[config.mk]
export PLATFORM = sky130hd
export DESIGN_NAME = rf_wr_arbiter
export DESIGN_NICKNAME = d
export VERILOG_FILES = /design/src/rtl/rf_pkg.sv /design/src/rtl/rr_arbiter.sv /design/src/rtl/rf_wr_arbiter.sv
export SDC_FILE = /design/constraint.sdc
export NUM_CORES = 1
export LEC_CHECK = 0
export ABC_AREA = 1
export CORE_MARGIN = 1.5
export CORE_UTILIZATION = 38
export CTS_BUF_LIST = sky130_fd_sc_hd__clkbuf_4 sky130_fd_sc_hd__clkbuf_8
export DETAILED_ROUTE_END_ITERATION = 6
export PLACE_DENSITY = 0.81
export REMOVE_ABC_BUFFERS = 1
export SETUP_SLACK_MARGIN = 0.3
export SLEW_MARGIN = 20
export SYNTH_ARGS = -nofsm -noshare
export SYNTH_HDL_FRONTEND = slang
export SYNTH_SLANG_ARGS = --single-unit
[constraint.sdc]
create_clock -name clk -period 2 [get_ports clk]
set_input_delay 0.3 -clock clk [delete_from_list [all_inputs] [get_ports clk]]
set_output_delay 0.3 -clock clk [all_outputs]
set_load 0.01 [all_outputs]
[src/rtl/rf_pkg.sv]
// Shared defaults and requester indices for the register-file write arbiter.
// Imported by the arbiter top and by anything that needs requester numbering.
package rf_pkg;

  localparam int RF_DATA_WIDTH    = 16;
  localparam int RF_ADDRESS_WIDTH = 4;
  localparam int RF_NUM_REQ       = 4;

  localparam int REQ_ALU = 0;
  localparam int REQ_MUL = 1;
  localparam int REQ_SHF = 2;
  localparam int REQ_DAG = 3;

  // The round-robin pointer moves one past the winner and wraps at n.
  function automatic int rf_next_idx(input int g, input int n);
    return (g + 1 >= n) ? 0 : g + 1;
  endfunction

endpackage

[src/rtl/rr_arbiter.sv]
// Purely combinational round-robin picker: scans req from ptr upwards with
// wrap-around and returns the first hit as a one-hot vector and an index.
module rr_arbiter #(
  parameter int N  = 4,
  parameter int PW = (N > 1) ? $clog2(N) : 1
) (
  input  logic [N-1:0]  req,
  input  logic [PW-1:0] ptr,
  input  logic          en,
  output logic [N-1:0]  gnt,
  output logic [PW-1:0] idx
);

  logic found;
  int   cand;

  // Offset k walks the requesters in priority order starting at ptr.
  always_comb begin
    gnt   = '0;
    idx   = '0;
    found = 1'b0;
    cand  = 0;
    for (int k = 0; k < N; k++) begin
      cand = int'(ptr) + k;
      if (cand >= N) cand = cand - N;
      if (en && !found && req[cand]) begin
        found     = 1'b1;
        gnt[cand] = 1'b1;
        idx       = PW'(cand);
      end
    end
  end

endmodule

[src/rtl/rf_wr_arbiter.sv]
// Shares the single regfile write port between the compute-unit requesters and
// flags read-after-write hazards for the two operand read addresses.
module rf_wr_arbiter
  import rf_pkg::*;
#(
  parameter int DATA_WIDTH    = RF_DATA_WIDTH,
  parameter int ADDRESS_WIDTH = RF_ADDRESS_WIDTH,
  parameter int NUM_REQ       = RF_NUM_REQ
) (
  input  logic                             clk,
  input  logic                             rst_n,
  input  logic                             hold,
  input  logic [NUM_REQ-1:0]               req_vld,
  input  logic [NUM_REQ*ADDRESS_WIDTH-1:0] req_wadd,
  input  logic [NUM_REQ*DATA_WIDTH-1:0]    req_dt,
  output logic [NUM_REQ-1:0]               req_gnt,
  output logic                             rf_w_en,
  output logic [ADDRESS_WIDTH-1:0]         rf_wadd,
  output logic [DATA_WIDTH-1:0]            rf_wdt,
  input  logic [ADDRESS_WIDTH-1:0]         rd_raddx,
  input  logic [ADDRESS_WIDTH-1:0]         rd_raddy,
  output logic                             hz_x,
  output logic                             hz_y,
  output logic                             busy
);

  localparam int PW = (NUM_REQ > 1) ? $clog2(NUM_REQ) : 1;

  logic [PW-1:0]            r_ptr;
  logic                     r_wEn;
  logic [ADDRESS_WIDTH-1:0] r_wAdd;
  logic [DATA_WIDTH-1:0]    r_wDt;

  logic                     w_arbEn;
  logic [NUM_REQ-1:0]       w_gnt;
  logic [PW-1:0]            w_gIdx;
  logic                     w_anyGnt;
  logic [ADDRESS_WIDTH-1:0] w_waddArr [NUM_REQ];
  logic [DATA_WIDTH-1:0]    w_dtArr   [NUM_REQ];
  logic [ADDRESS_WIDTH-1:0] w_selWadd;
  logic [DATA_WIDTH-1:0]    w_selDt;
  logic                     w_hzReqX;
  logic                     w_hzReqY;

  assign w_arbEn = rst_n & ~hold;

  rr_arbiter #(
    .N  (NUM_REQ),
    .PW (PW)
  ) u_rr (
    .req (req_vld),
    .ptr (r_ptr),
    .en  (w_arbEn),
    .gnt (w_gnt),
    .idx (w_gIdx)
  );

  assign w_anyGnt = |w_gnt;
  assign req_gnt  = w_gnt;

  always_comb begin
    for (int i = 0; i < NUM_REQ; i++) begin
      w_waddArr[i] = req_wadd[i*ADDRESS_WIDTH +: ADDRESS_WIDTH];
      w_dtArr[i]   = req_dt[i*DATA_WIDTH +: DATA_WIDTH];
    end
  end

  // The grant is one-hot, so an AND-OR mux picks the winner's address and data.
  always_comb begin
    w_selWadd = '0;
    w_selDt   = '0;
    for (int i = 0; i < NUM_REQ; i++) begin
      if (w_gnt[i]) begin
        w_selWadd = w_selWadd | w_waddArr[i];
        w_selDt   = w_selDt | w_dtArr[i];
      end
    end
  end

  // Address and data hold their last value when no write is issued.
  always_ff @(posedge clk) begin
    if (!rst_n) begin
      r_ptr  <= '0;
      r_wEn  <= 1'b0;
      r_wAdd <= '0;
      r_wDt  <= '0;
    end else begin
      r_wEn <= w_anyGnt;
      if (w_anyGnt) begin
        r_ptr  <= PW'(rf_next_idx(int'(w_gIdx), NUM_REQ));
        r_wAdd <= w_selWadd;
        r_wDt  <= w_selDt;
      end
    end
  end

  assign rf_w_en = r_wEn;
  assign rf_wadd = r_wAdd;
  assign rf_wdt  = r_wDt;

  // Any requester still pending (granted now or not) is a hazard, because the
  // regfile read is asynchronous and that write only lands at a later edge.
  always_comb begin
    w_hzReqX = 1'b0;
    w_hzReqY = 1'b0;
    for (int i = 0; i < NUM_REQ; i++) begin
      if (req_vld[i] && (w_waddArr[i] == rd_raddx)) w_hzReqX = 1'b1;
      if (req_vld[i] && (w_waddArr[i] == rd_raddy)) w_hzReqY = 1'b1;
    end
  end

  assign hz_x = rst_n & ((r_wEn && (r_wAdd == rd_raddx)) || w_hzReqX);
  assign hz_y = rst_n & ((r_wEn && (r_wAdd == rd_raddy)) || w_hzReqY);
  assign busy = rst_n & ((|req_vld) || r_wEn);

endmodule

# Word-level counts from Yosys, hierarchy flattened
# Cells that the tools add are included.
[word_totals] register_bits=23 latch_bits=0 ramBits=0 mem_bits_ro=0 inputBits=95 out_inout_bits=28 wordCells=130 memories=0
[classes] n_addsub=8 n_mul=0 n_div=0 n_lt_le_gt_ge=13 eq_ne=10 n_shift=0 mux=52 n_bitwise=14 n_reduce_logical=29
[ops] operator="greater-or-equal comparator 32 x 1 -> 1 bit, second input constant" n=4
[ops] operator="less-than comparator 32 x 4 -> 1 bit, second input constant" n=4
[ops] operator="2-to-1 mux 32 bit" n=4
[ops] operator="greater-or-equal comparator 32 x 4 -> 1 bit, second input constant" n=3
[ops] operator="subtractor 32 x 4 -> 32 bit, second input constant" n=3
[ops] operator="2-to-1 mux 16 bit" n=4
[ops] operator="OR 16 bit" n=3
[ops] operator="== test 4 bit" n=10
[ops] operator="2-to-1 mux 4 bit" n=8
[ops] operator="OR 4 bit" n=6
[ops] operator="2-to-1 mux 1 bit" n=23
[ops] operator="logical AND 1 bit" n=21
[ops] operator="2-to-1 mux 2 bit" n=5
[ops] operator="binary-select mux 1 bit (select 2 bit)" n=4
[ops] operator="demux 1 bit (select 2 bit)" n=4
[ops] operator="OR reduction 4 bit" n=2
[ops] operator="adder 2 x 1 -> 3 bit, second input constant" n=2
[ops] operator="adder 2 x 2 -> 3 bit, second input constant" n=2
[ops] operator="bitwise AND 1 bit" n=4
[ops] operator="subtractor 2 x 3 -> 4 bit, second input constant" n=1
[ops] operator="greater-or-equal comparator 2 x 3 -> 1 bit, second input constant" n=1
[ops] operator="greater-or-equal comparator 3 bit, second input constant" n=1
[ops] operator="logical NOT 1 bit" n=3
[ops] operator="logical OR 1 bit" n=3
[ops] operator="NOT 1 bit" n=1

# Logic depth before layout (Yosys ltp)
[depth] word_depth=26 ltp_mapped=18 mapped_depth_nobuf=16

# Modules after synthesis
# A second synthesis with hierarchy kept.
[unflattened] hier_cells=389 hier_area_um2=2403.6
[by_module_without_submodules] mod="rf_wr_arbiter" instances=1 cells_each=308 area_per_inst_um2=1905.6 seq_area_each_um2=460.4
[by_module_without_submodules] mod="rr_arbiter" instances=1 cells_each=81 area_per_inst_um2=498.0 seq_area_each_um2=0.0

# Worst setup path before layout
# No wires, ideal clock.
[synth_timing] kind="reg-to-reg" startpoint="register with a tool-made name" endpoint="register r_wAdd[1], in the netlist rf_wadd[1]" setup_ns=0.070 arrival_time_ns=2.088 t_required_ns=1.930 setup_slack_ns=-0.158 stages_incl_launch_ff=17 path_buffers=3 synth_period_minus_slack_ns=2.158 cell_sequence="dfxtp_1 buf_6 inv_6 ha_1 inv_1 nand3_2 nand2_2 inv_2 nor2_4 buf_6 nand3_2 nand3_4 buf_4 nand2_1 nand2_1 nor2_1 a21oi_2"
[synth_lines] element="end signal: assignment" line="rf_wr_arbiter.sv:91" text="r_wAdd <= w_selWadd;"
[synth_lines] element="end: declaration" line="rf_wr_arbiter.sv:31" text="logic [ADDRESS_WIDTH-1:0] r_wAdd;"

==> summary.txt <==
Layout
  – Nets@finish: 707
  – Fin cells: 681
  – Share of layout cells above drive strength 1: 37.42%
  – Fillers: 426
  – Reg area: 473.0 sq um
  – Post-route cell area: 0.005034 sq mm
  – Most frequent cells in the layout: 148 x nand2_1, 87 x clkdlybuf4s50_1, 54 x buf_4
  – Layout area overhead: 98.76%
  – Final Core Density: 78.82%
  – Multi-input logic area: 0.002128 sq mm
  – Commonest non-fill, non-tap cell in the layout: nand2_1
  – Ant. Diodes: 0

Route
  – Via count: 3733
  – Routed WL: 11.72 mm
  – DRC: 0
  – 1st-iter DRT viols: 322
  – Vias/cell: 5.482
  – Post-route ant nets: 0
  – Routed length per instance: 17.21 um
  – First drt pass iteration count: 5

Synth
  – Dominant cell type by area after synthesis: nand2_1
  – Seq/Total Area, Yosys: 18.18%
  – Mapped Cells: 408
  – Unique cell type count in the Yosys netlist: 33
  – Synth Register Bits: 23
  – Avg Cell Area, Syn: 6.207 sq um
  – Synth Cell Area: 0.002532 sq mm
  – Warnings from Yosys: 0
  – Synth top area share: 23.72%
  – Synth top area cells: nand2_1 24%, dfxtp_1 18%, nand3_2 9.1%, a21oi_2 5.5%, nor2_1 4.6%

GRT
  – Grt total ovfl: 0
  – GRT Total Usage: 32.27%
  – Vias in the first global route: 3747
  – Initial antenna violation count: 0
  – First-pass GRT wire length: 18.37 mm
  – Largest net degree at the start of global routing: 23

Power
  – Pwr Total: 5.330 mW
  – VDD IR-drop max: 0.8421 mV
  – Pwr/cell area: 1059 mW/mm^2
  – P_leak: 2.252 nW

Setup path
  – Type of destination of the critical path: flip-flop
  – Worst Path Arrival: 2.50 ns
  – CP max-delay cell: dfxtp_4
  – Critical setup path kind: reg2reg
  – Critical Path Source Type: flip-flop
  – WP data required: 2.21 ns
  – Critical path's most frequent cell: nand3_2
  – Reg2Reg Setup Slack: -0.29 ns
  – Worst reg2reg path endpoint: rf_wdt[7]
  – CP Cell Sequence: inv_6 > ha_4 > inv_4 > buf_6 > nand3_2 > nand2_2 > nor2_4 > buf_4 > nand3_2 > nand3_4 > buf_12 > nor2_4 > buf_6 > buf_8 > nand3_2 > a21oi_2
  – Worst setup path endpoint: rf_wdt[7]
  – Reg2reg path depth: 16
  – CP Max Fanout: 6
  – CP max stage delay: 0.39 ns

Outcome
  – Failing checks: setup timing
  – Outcome: complete, but fails checks

Timing
  – Final setup violation count: 27
  – Setup ws final: -0.2867 ns
  – Slew HR: 81.17%
  – Min Tclk post-route: 2.287 ns
  – Tcrit/Tclk final: 114.3%
  – Worst slew pin tran: 0.2824 ns
  – Max Fclk: 437.3 MHz
  – Max-slew violation count: 0
  – Final hold vios: 0
  – RSZ-0062 raised after global routing: yes
  – Worst Clk Skew: 0.01665 ns

Clock tree
  – CTS max path bufs: 2
  – CTS Buf Count: 3
  – CTS tree: built
  – Clk slew on worst S/H paths: 0.10 ns
  – H-Tree Depth: 1
  – Hold bufs inserted after CTS: 0
  – Clk_lat worst skew: 0.27 ns
  – CTS root buffer: clkbuf_8
  – Clock sinks: 23

Floorplan
  – Die width: 84.64 um
  – I/O pin cnt: 123
  – DIE AREA: 0.007163 sq mm
  – Die height: 84.64 um
  – Initial Util: 39.66%
  – Site Rows: 29
  – CORE AREA: 0.006386 sq mm

Place
  – Post-Place Worst Slack: -0.6028 ns
  – # placed instances: 638
  – DP HPWL: 6.970 mm
  – Port Buffer Count: 122
  – GPL Wtd Cong: 0.9975
  – Area post-placement: 0.004113 sq mm

Min path
  – Worst min path class: reg2reg
  – Hold Path Depth: 2

Run
  – Max-cap violations: 0
[worst max-delay path, delay by kind of cell (launching register included)]
| kind | cells | cell delay (ns) |
|---|---|---|
| buf+inv | 7 | 0.75 |
| simple gates | 7 | 0.70 |
| fa+ha+maj | 1 | 0.24 |
| flops | 1 | 0.39 |
| compound gates | 1 | 0.13 |
[Yosys cell counts (all sizes together)]
cell type  count
a211oi         2
a21oi         32
a221oi         1
a31oi          2
buf           14
clkbuf         4
dfxtp         23
ha             7
inv           28
nand2        167
nand3         44
nand4          5
nor2          36
nor4           1
o2111ai        6
o211ai         1
o21a           1
o21ai         13
o22ai         10
or4            1
xnor2          5
xor2           5
[worst min-delay path by stage]
stage               start  slack (ns)    endpoint
2_1_floorplan       rst_n        0.42   flip-flop
3_3_place_gp   rf_wdt[10]        0.46  rf_wdt[10]
3_5_place_dp   rf_wdt[10]        0.47  rf_wdt[10]
4_1_cts        rf_wdt[10]        0.48  rf_wdt[10]
5_1_grt         rf_wdt[8]        0.50   rf_wdt[8]
6_report       rf_wdt[10]        0.48  rf_wdt[10]
[repair_timing]
action	4_1_cts	5_1_grt
hold endpoints to repair	0	0
endpoints found under the setup margin	30	30
resized for setup	181	34
setup buffers	29	2
pin swaps	56	6
cloned	8	0
[power breakdown]
part	internal, mW	leakage (nW)	switching [mW]	total, mW
registers	0.650	0.191	0.165	0.815
clock network	0.139	0.0255	0.169	0.308
logic	2.18	2.04	2.03	4.21
total	2.97	2.25	2.36	5.33
[area by class of cell]
class                   instances  share of cell area [%]
clock buffers                   3                  0.8203
clock inverters                 1                 0.09943
inverters                      28                   2.386
multi-input cells             340                   42.28
flip-flops and latches         23                   9.396
well taps                      77                   1.914
repair buffers                209                   43.10
[stage by stage]
stage	hold WS (ns)	TNS, ns
final	0.4847	-6.651
after global placement	0.4648	-13.99
after detailed placement	0.4670	-16.40
after floorplan	0.4207	-14.58
after CTS	0.4781	-3.257
after global routing	0.4997	-8.023
[cells by family after synthesis]
| group | share of synthesized area, % |
|---|---|
| adder cells (fa/ha/maj) | 3.458 |
| flip-flops | 18.18 |
| XOR/XNOR | 3.458 |
| buffers and inverters | 9.486 |
| AND/OR/NAND/NOR | 47.58 |
| AO/OA/AOI/OAI | 17.84 |
[flip-flops by register name, summed over array words and instances, names as in the netlist, named ones only]
register  flops
rf_wdt       16
rf_wadd       4
r_ptr         1
rf_w_en       1
[metal layers]
metal | track usage (%) | vias up | part of all wire [%]
met2 | 55.27 | 231 | 49
li1 | - | 1744 | -
met1 | 38.09 | 1707 | 38
met3 | 6.096 | 51 | 8.9
met5 | 0 | - | 0
met4 | 17.01 | 0 | 4.5
No activity file was read; power rests on OpenSTA's default activity.
